`src/rtl/pkt_defs_pkg.sv`:
```
// Shared definitions for the receive-side packet path: signature, header field widths, FSM states.
// S_CSUM exists only when PKT_CHECKSUM_EN is defined.
package pkt_defs_pkg;

  localparam logic [7:0] PKT_SIG = 8'hA5;
  localparam int SIG_W  = 8;
  localparam int TYPE_W = 8;
  localparam int LEN_W  = 16;

  typedef enum logic [1:0] {
    S_H0,
    S_H1,
`ifdef PKT_CHECKSUM_EN
    S_DATA,
    S_CSUM
`else
    S_DATA
`endif
  } pkt_rx_state_t;

endpackage

```
`src/rtl/word_packer_16to64.sv`:
```
// Packs four accepted 16-bit payload words MSB-first into one 64-bit output word and
// holds it in the output register until the core FIFO takes it.
module word_packer_16to64 (
  input  logic        clk,
  input  logic        rst,
  input  logic [15:0] din,
  input  logic        load_word,
  input  logic        last,
  input  logic        full,
  output logic [1:0]  lane,
  output logic [63:0] dout,
  output logic        wr_en,
  output logic        pkt_end,
  output logic        out_pending
);

  logic [47:0] pack_p0;

  assign wr_en = out_pending && !full;

  // stage p0: lane shift register; p1: output register with pending flag
  always_ff @(posedge clk) begin
    if (load_word) begin
      pack_p0 <= {pack_p0[31:0], din};
    end
  end

  always_ff @(posedge clk) begin
    if (rst) begin
      lane        <= 2'd0;
      dout        <= 64'd0;
      pkt_end     <= 1'b0;
      out_pending <= 1'b0;
    end else begin
      if (load_word) begin
        lane <= lane + 2'd1;
      end
      // A load and a write in the same cycle keep the flag set for the new word.
      if (load_word && lane == 2'd3) begin
        dout        <= {pack_p0, din};
        pkt_end     <= last;
        out_pending <= 1'b1;
      end else if (wr_en) begin
        out_pending <= 1'b0;
      end
    end
  end

endmodule

```
`src/rtl/input_packet_assembler.sv`:
```
// Parses {A5,type}/length headers from the host FIFO and forwards payload as framed 64-bit words.
// Define PKT_CHECKSUM_EN to expect and verify a 16-bit sum trailer after each payload.
module input_packet_assembler
  import pkt_defs_pkg::*;
#(
  parameter int unsigned MAX_LEN = 1024
) (
  input  logic        clk,
  input  logic        rst,
  input  logic [15:0] din,
  input  logic        empty,
  output logic        rd_en,
  output logic [63:0] dout,
  output logic        wr_en,
  input  logic        full,
  output logic        pkt_end,
  output logic [7:0]  pkt_type,
  output logic        pkt_err
);

  pkt_rx_state_t      state, next_state;
  logic [LEN_W-1:0]   n_cnt;
  logic [1:0]         lane;
  logic               out_pending;
  logic               load_word;
  logic               last;
  logic               err_set;
  logic               sig_ok;
  logic               len_ok;
`ifdef PKT_CHECKSUM_EN
  logic [15:0]        csum;
`endif

  assign rd_en  = !rst && !empty && !(out_pending && full);
  assign sig_ok = (din[15:8] == PKT_SIG);
  assign len_ok = (din != 16'd0) && (32'(din) <= MAX_LEN);

  always_comb begin
    next_state = state;
    err_set    = 1'b0;
    load_word  = 1'b0;
    last       = 1'b0;
    case (state)
      S_H0: if (rd_en) begin
        if (sig_ok) next_state = S_H1;
        else        err_set    = 1'b1;
      end
      S_H1: if (rd_en) begin
        if (len_ok) begin
          next_state = S_DATA;
        end else begin
          err_set    = 1'b1;
          next_state = S_H0;
        end
      end
      S_DATA: if (rd_en) begin
        load_word = 1'b1;
        if (lane == 2'd3 && n_cnt == 16'd1) begin
          last = 1'b1;
`ifdef PKT_CHECKSUM_EN
          next_state = S_CSUM;
`else
          next_state = S_H0;
`endif
        end
      end
`ifdef PKT_CHECKSUM_EN
      S_CSUM: if (rd_en) begin
        err_set    = (din != csum);
        next_state = S_H0;
      end
`endif
      default: next_state = S_H0;
    endcase
  end

  always_ff @(posedge clk) begin
    if (rst) begin
      state    <= S_H0;
      n_cnt    <= '0;
      pkt_type <= 8'd0;
      pkt_err  <= 1'b0;
    end else begin
      state   <= next_state;
      pkt_err <= err_set;
      if (state == S_H0 && rd_en && sig_ok) begin
        pkt_type <= din[TYPE_W-1:0];
      end
      if (state == S_H1 && rd_en) begin
        n_cnt <= len_ok ? din : '0;
      end else if (load_word && lane == 2'd3) begin
        n_cnt <= n_cnt - 16'd1;
      end
    end
  end

`ifdef PKT_CHECKSUM_EN
  always_ff @(posedge clk) begin
    if (state == S_H1) begin
      csum <= 16'd0;
    end else if (load_word) begin
      csum <= csum + din;
    end
  end
`endif

  word_packer_16to64 u_packer (
    .clk         (clk),
    .rst         (rst),
    .din         (din),
    .load_word   (load_word),
    .last        (last),
    .full        (full),
    .lane        (lane),
    .dout        (dout),
    .wr_en       (wr_en),
    .pkt_end     (pkt_end),
    .out_pending (out_pending)
  );

endmodule

```
`config.mk`:
```
export PLATFORM = sky130hd
export DESIGN_NAME = input_packet_assembler
export DESIGN_NICKNAME = d
export VERILOG_FILES = /design/src/rtl/pkt_defs_pkg.sv /design/src/rtl/word_packer_16to64.sv /design/src/rtl/input_packet_assembler.sv
export SDC_FILE = /design/constraint.sdc
export NUM_CORES = 1
export LEC_CHECK = 0
export ABC_AREA = 1
export BUFFER_PORTS_ARGS = -buffer_cell sky130_fd_sc_hd__buf_4
export CORE_ASPECT_RATIO = 1.5
export CORE_MARGIN = 3
export CORE_UTILIZATION = 50
export DETAILED_ROUTE_END_ITERATION = 8
export MAX_ROUTING_LAYER = met4
export PLACE_DENSITY = 0.75
export SLEW_MARGIN = 25
export SYNTH_ARGS = -nofsm -noshare
export SYNTH_HDL_FRONTEND = slang
export SYNTH_SLANG_ARGS = --single-unit
```
`constraint.sdc`:
```
create_clock -name clk -period 2.3 [get_ports clk]
set_input_delay 0.115 -clock clk [delete_from_list [all_inputs] [get_ports clk]]
set_output_delay 0.115 -clock clk [all_outputs]
set_load 0.02 [all_outputs]
```
# Yosys cells after proc, flatten, opt, wreduce, memory -nomap -nowiden
# Index checks and enable logic that the tools add are counted.
# op_classes
muxes	22
reduce_logical	19
eq_ne	10
addsub	2
magnitude_cmp	1
# ops
operator	n
16-bit 2-to-1 mux	3
16-bit by 1-bit == test with 1-bit output, second input constant	1
16-bit by 11-bit <= comparator with 1-bit output, second input constant	1
16-bit nonzero test	1
16-bit by 1-bit subtractor with 16-bit output, second input constant	1
2-bit 2-to-1 mux	6
1-bit 2-to-1 mux	11
1-bit logical AND	10
2-bit != test, second input constant	5
8-bit == test, second input constant	1
2-bit one-hot mux with 3 select lines	1
5-bit AND reduction	1
2-bit == test, second input constant	2
1-bit zero test	4
2-bit nonzero test	2
2-bit by 1-bit adder with 2-bit output, second input constant	1
2-bit by 1-bit == test with 1-bit output, second input constant	1
2-bit zero test	1
1-bit one-hot mux with 2 select lines	1
# totals
elab_cells	63
ff_bits	143
out_inout_bits	76
inputBits	20

# Logic depth before layout (Yosys ltp)
# logic_depth
word_depth	8
ltp_mapped	12
depth_no_buf	10

# Cells and area by module
# Synthesis repeated with hierarchy kept, for this count alone.
# hier_totals
cells_unflattened	772
area_unflattened_um2	6002.0
# modules_own_cells
mod	area_each_um2	cells_per_inst	n_inst	seq_area_each_um2
word_packer_16to64	4211.5	477	1	2802.7
input_packet_assembler	1790.5	295	1	540.5

# Least setup slack after synthesis
# OpenSTA, ideal clock, no wires.
# synth_timing
path_kind	register to register
from	register state[1]
to	register n_cnt[8]
required_time_ns	2.191
n_path_buf	2
synth_period_minus_slack_ns	2.107
path_slack_ns	0.193
setup_time_ns	0.109
path_stages_with_launch	12
arrival_time_ns	1.999
cell_sequence	dfxtp_1 nand2_1 nor2_4 nand2_2 buf_6 clkinv_2 buf_6 nand2_1 nor2_1 nor2_1 nand2_1 inv_1
# synth_between
elab_chain_cells	4
word_cells_on_any_way	7
classes_between	2 x eq/ne; 2 x mux; 3 x reduce/logical
# synth_rtl
item	line_no	text
from (decl)	input_packet_assembler.sv:21	pkt_rx_state_t state, next_state;
from (signal assigned)	input_packet_assembler.sv:84	state <= next_state;
2-bit == test	input_packet_assembler.sv:43	case (state)
1-bit 2-to-1 mux	input_packet_assembler.sv:43	
named net load_word	input_packet_assembler.sv:25	logic load_word;
1-bit logical AND	input_packet_assembler.sv:91	end else if (load_word && lane == 2'd3) begin
2-bit nonzero test (no source line)	--	
to (signal assigned)	input_packet_assembler.sv:90	n_cnt <= len_ok ? din : '0;
to (signal assigned)	input_packet_assembler.sv:92	n_cnt <= n_cnt - 16'd1;
to (decl)	input_packet_assembler.sv:22	logic [LEN_W-1:0] n_cnt;
# The timed path passes the listed nets, and every way through them passes these cells.
# A chain may end at the register's enable or synchronous reset.

# Final worst setup path
# layout_timing
from	input rst
to	register u_packer.lane[0]
# layout_between
elab_chain_cells	5
# layout_rtl
item	line_no	text
from (decl)	input_packet_assembler.sv:9	input logic rst,
1-bit zero test	input_packet_assembler.sv:34	assign rd_en = !rst && !empty && !(out_pending && full);
1-bit logical AND (2 in a row)	input_packet_assembler.sv:34	
1-bit 2-to-1 mux	input_packet_assembler.sv:56	S_DATA: if (rd_en) begin
1-bit 2-to-1 mux	input_packet_assembler.sv:43	
named net load_word	input_packet_assembler.sv:25	
to (signal assigned)	word_packer_16to64.sv:36	lane <= lane + 2'd1;
to (decl)	word_packer_16to64.sv:10	output logic [1:0] lane,
# The timed path passes the listed nets, and every way through them passes these cells.

==> flow_summary.yaml <==
global_route:
  grt_pass1_wl_mm: 21.05
  grt_overflow_total: 0
  grt_pass1_vias: 4411
  grtUsageTotal: 0.2251
  antenna_found_initial: 0
  grt_max_degree: 52
cts:
  clock-sinks: 143
  cts_buffer_depth: 2
  numCtsBuffers: 17
  htreeDepth: 4
  insertion_delay_ns: 0.41
  cts_tree: "built"
  clock-root-buffer: "clkbuf_16"
  post_cts_buffers: 0
  clkTransAtPathRegs_ns: 0.06
worst_setup_path:
  rrSetupSlack_ns: 0.52
  cp.arrival_ns: 2.20
  max_stage_delay_ns: 0.54
  crit_required_ns: 2.60
  rr_worst_depth: 6
  r2r-end: "u_packer.lane[0]"
  crit_buf_inv: 4
  crit_slowest_cell: "dlygate4sd3_1"
  crit_family: "buffers and inverters"
  worstSetupPathType: "input pin to flip-flop"
  start_kind: "input pin"
  crit_fanout: 50
  path_cells: "dlygate4sd3_1 > buf_4 > nor2_2 > nand2_2 > nor2_4 > buf_4 > inv_1 > o21ai_0 > a21oi_1"
  cp_common_cell: "buf_4"
  critPathCaptureType: "flip-flop"
  r2r_start: "state[1]"
routing:
  vias: 4607
  vias_per_cell: 5.153
  drtAntennaViolNets: 0
  avgRoutedWirePerCell_um: 14.72
  drc_errors: 0
  drt-initial-drc-count: 295
  drtPass1Iterations: 5
  wl_mm: 13.16
sta:
  drv_slew: 0
  hold_viol_final: 0
  worst_pin_slew_ns: 0.6206
  fmax_ghz: 0.5240
  timing.hold.ws_ns: 0.02804
  setup_slack_ns: 0.3916
  period_share: 0.8297
  rsz0062_at_grt: "false"
  fin_tns_setup_ns: 0
  setup_viol: 0
  fin_worst_skew_ns: 0.007487
  relSlewSlack: 0.5863
  min_period_ns: 1.908
worst_hold_path:
  hold_path_depth: 3
  whs_endpoint: "u_packer.out_pending"
  hp-class: "input pin to flip-flop"
  worstHoldStart: "full"
power:
  power_frac_seq: 0.471
  switching_power_mw: 1.106
  intPower_mw: 4.413
  power_mw: 5.520
  max-vdd-ir-drop_uv: 490.6
  power_density_nw_per_um2: 780.5
  leakagePower_nw: 3.015
  comb_power_share: 0.027
  clock_power_share: 0.501
  swShare: 0.2005
synth:
  ys_warn_count: 0
  synth-async-reset-ratio: 0
  syn-cell-area_um2: 5503
  synthCells: 628
  yosys.area_share.simple: 0.2126
  synth-adder-area-share: 0.006821
  synth_compound_area_frac: 0.1119
  syn_nets: 651
  synthMuxAreaShare: 0
  ys_types: 26
  synth_top_family_by_area: "simple AND/OR/NAND/NOR gates"
  ys_seq_elements: 143
  synth_xor_area_frac: 0.003183
  ys_seq_area_frac: 0.6075
  synth_edf_count: 48
  synthFlopType: "dfxtp_1"
  avgSynthCellArea_um2: 8.762
place:
  io_buffers: 95
  gp_congestion: 0.8966
  dp.cells: 845
  dpl.hpwl_mm: 8.670
  dp_slack_ns: 0.5583
  placed_cell_area_um2: 6297
die:
  fp.dieH_um: 134.5
  std_cell_rows: 46
  core_um2: 10650
  dieArea_um2: 12330
  pin_count: 96
  start_util: 0.5168
  die_w_um: 91.66
run:
  max-cap-violations: 0
cells_and_area:
  nets: 760
  layout-drive-gt1-share: 0.1840
  final_cells: 894
  fill_cells: 843
  n_antenna_cell: 0
  utilization: 0.6642
  areaGrowthSynthToFinish_pct: 28.51
  layout.cell_area.non_filler_um2: 7072
outcome:
  status: "finished, final reports clean"
==> power by group through the flow <==
stage               Sequential, mW  Combinational, mW  Clock (mW)
finish                        2.60              0.151        2.77
global route                  2.60              0.166        2.90
CTS                           2.60              0.150        2.79
detailed placement            2.65              0.126           0
global placement              2.65              0.122           0
floorplan                     2.66             0.0578           0
==> placed cells by master, fill, tap and decap left out, types with 2 or more instances in the layout <==
| master | count |
|---|---|
| nor2_1 | 161 |
| o21ai_0 | 82 |
| bufinv_16 | 2 |
| nand3b_1 | 3 |
| nand2_1 | 74 |
| inv_1 | 40 |
| nand3_1 | 40 |
| clkbuf_8 | 3 |
| clkbuf_16 | 18 |
| a21oi_1 | 34 |
| dfxtp_1 | 95 |
| nand2_2 | 3 |
| clkinv_2 | 3 |
| xor2_1 | 2 |
| dlygate4sd3_1 | 17 |
| o211ai_1 | 3 |
| clkbuf_1 | 3 |
| nor3_1 | 2 |
| nand4_1 | 2 |
| buf_4 | 100 |
| ha_1 | 3 |
| nor2_2 | 2 |
| edfxtp_1 | 48 |
==> worst max-delay path by stage <==
| stage | startpoint | to | slack (ns) | cells past startpoint |
|---|---|---|---|---|
| global route | rst | n_cnt[9] | 0.21 | 12 |
| CTS | rst | u_packer.lane[0] | 0.39 | 9 |
| finish | rst | u_packer.lane[0] | 0.39 | 9 |
| detailed placement | u_packer.out_pending | n_cnt[9] | 0.56 | 10 |
| global placement | u_packer.out_pending | n_cnt[10] | 0.65 | 9 |
| floorplan | state[1] | n_cnt[8] | 0.19 | 11 |
==> worst register-to-register path, cell delays in order, from the launching register on <==
cell,delay [ns]
dfxtp_1,0.42
nand2_1,0.12
nor2_4,0.13
buf_4,0.52
inv_1,0.17
o21ai_0,0.24
a21oi_1,0.08
==> synth_stat cells, types with 5 or more instances <==
cell | count | area, um2
inv_1 | 41 | 153.9
nor2_1 | 161 | 604.3
buf_6 | 5 | 56.30
dfxtp_1 | 95 | 1902
nand2_1 | 74 | 277.8
a21oi_1 | 34 | 170.2
edfxtp_1 | 48 | 1441
buf_2 | 5 | 25.02
nand3_1 | 40 | 200.2
clkbuf_1 | 15 | 56.30
o21ai_0 | 82 | 410.4
==> area by class of cell <==
cell class	instances	area, um2	area share
Clock buffer	24	503.0	0.07113
Multi-Input combinational cell	414	1841	0.2603
Timing Repair Buffer	118	940.9	0.1331
Tap cell	144	180.2	0.02548
Inverter	43	162.7	0.02300
Sequential cell	143	3343	0.4728
Clock inverter	8	101.3	0.01433
==> sequential cells by signal, indices dropped and copies added (netlist names) <==
register,cells
n_cnt,16
pkt_err,1
pkt_type,8
state,2
u_packer.dout,64
u_packer.lane,2
u_packer.out_pending,1
u_packer.pack_p0,48
u_packer.pkt_end,1
==> kinds of logic (layout without fill, tap and decap cells) <==
logic type	after synthesis	in the layout
flip-flops	143	143
adder cells (fa/ha/maj)	3	3
XOR/XNOR	2	2
AND/OR/NAND/NOR	288	288
buffers and inverters	71	193
AO/OA/AOI/OAI	121	121
==> routing by layer <==
metal  track usage  part of all wire  vias to the layer above
met4        0.1074             0.027                        0
li1              -                 -                     2280
met5             -                 0                        -
met3       0.04905             0.051                       27
met2        0.4014              0.54                      163
met1        0.2333              0.38                     2137
==> timing repair <==
action	CTS	global route
endpoints found under the hold margin	28	0
hold buffers	17	0
resized for setup	0	0
(Power assumes the default switching activity.)
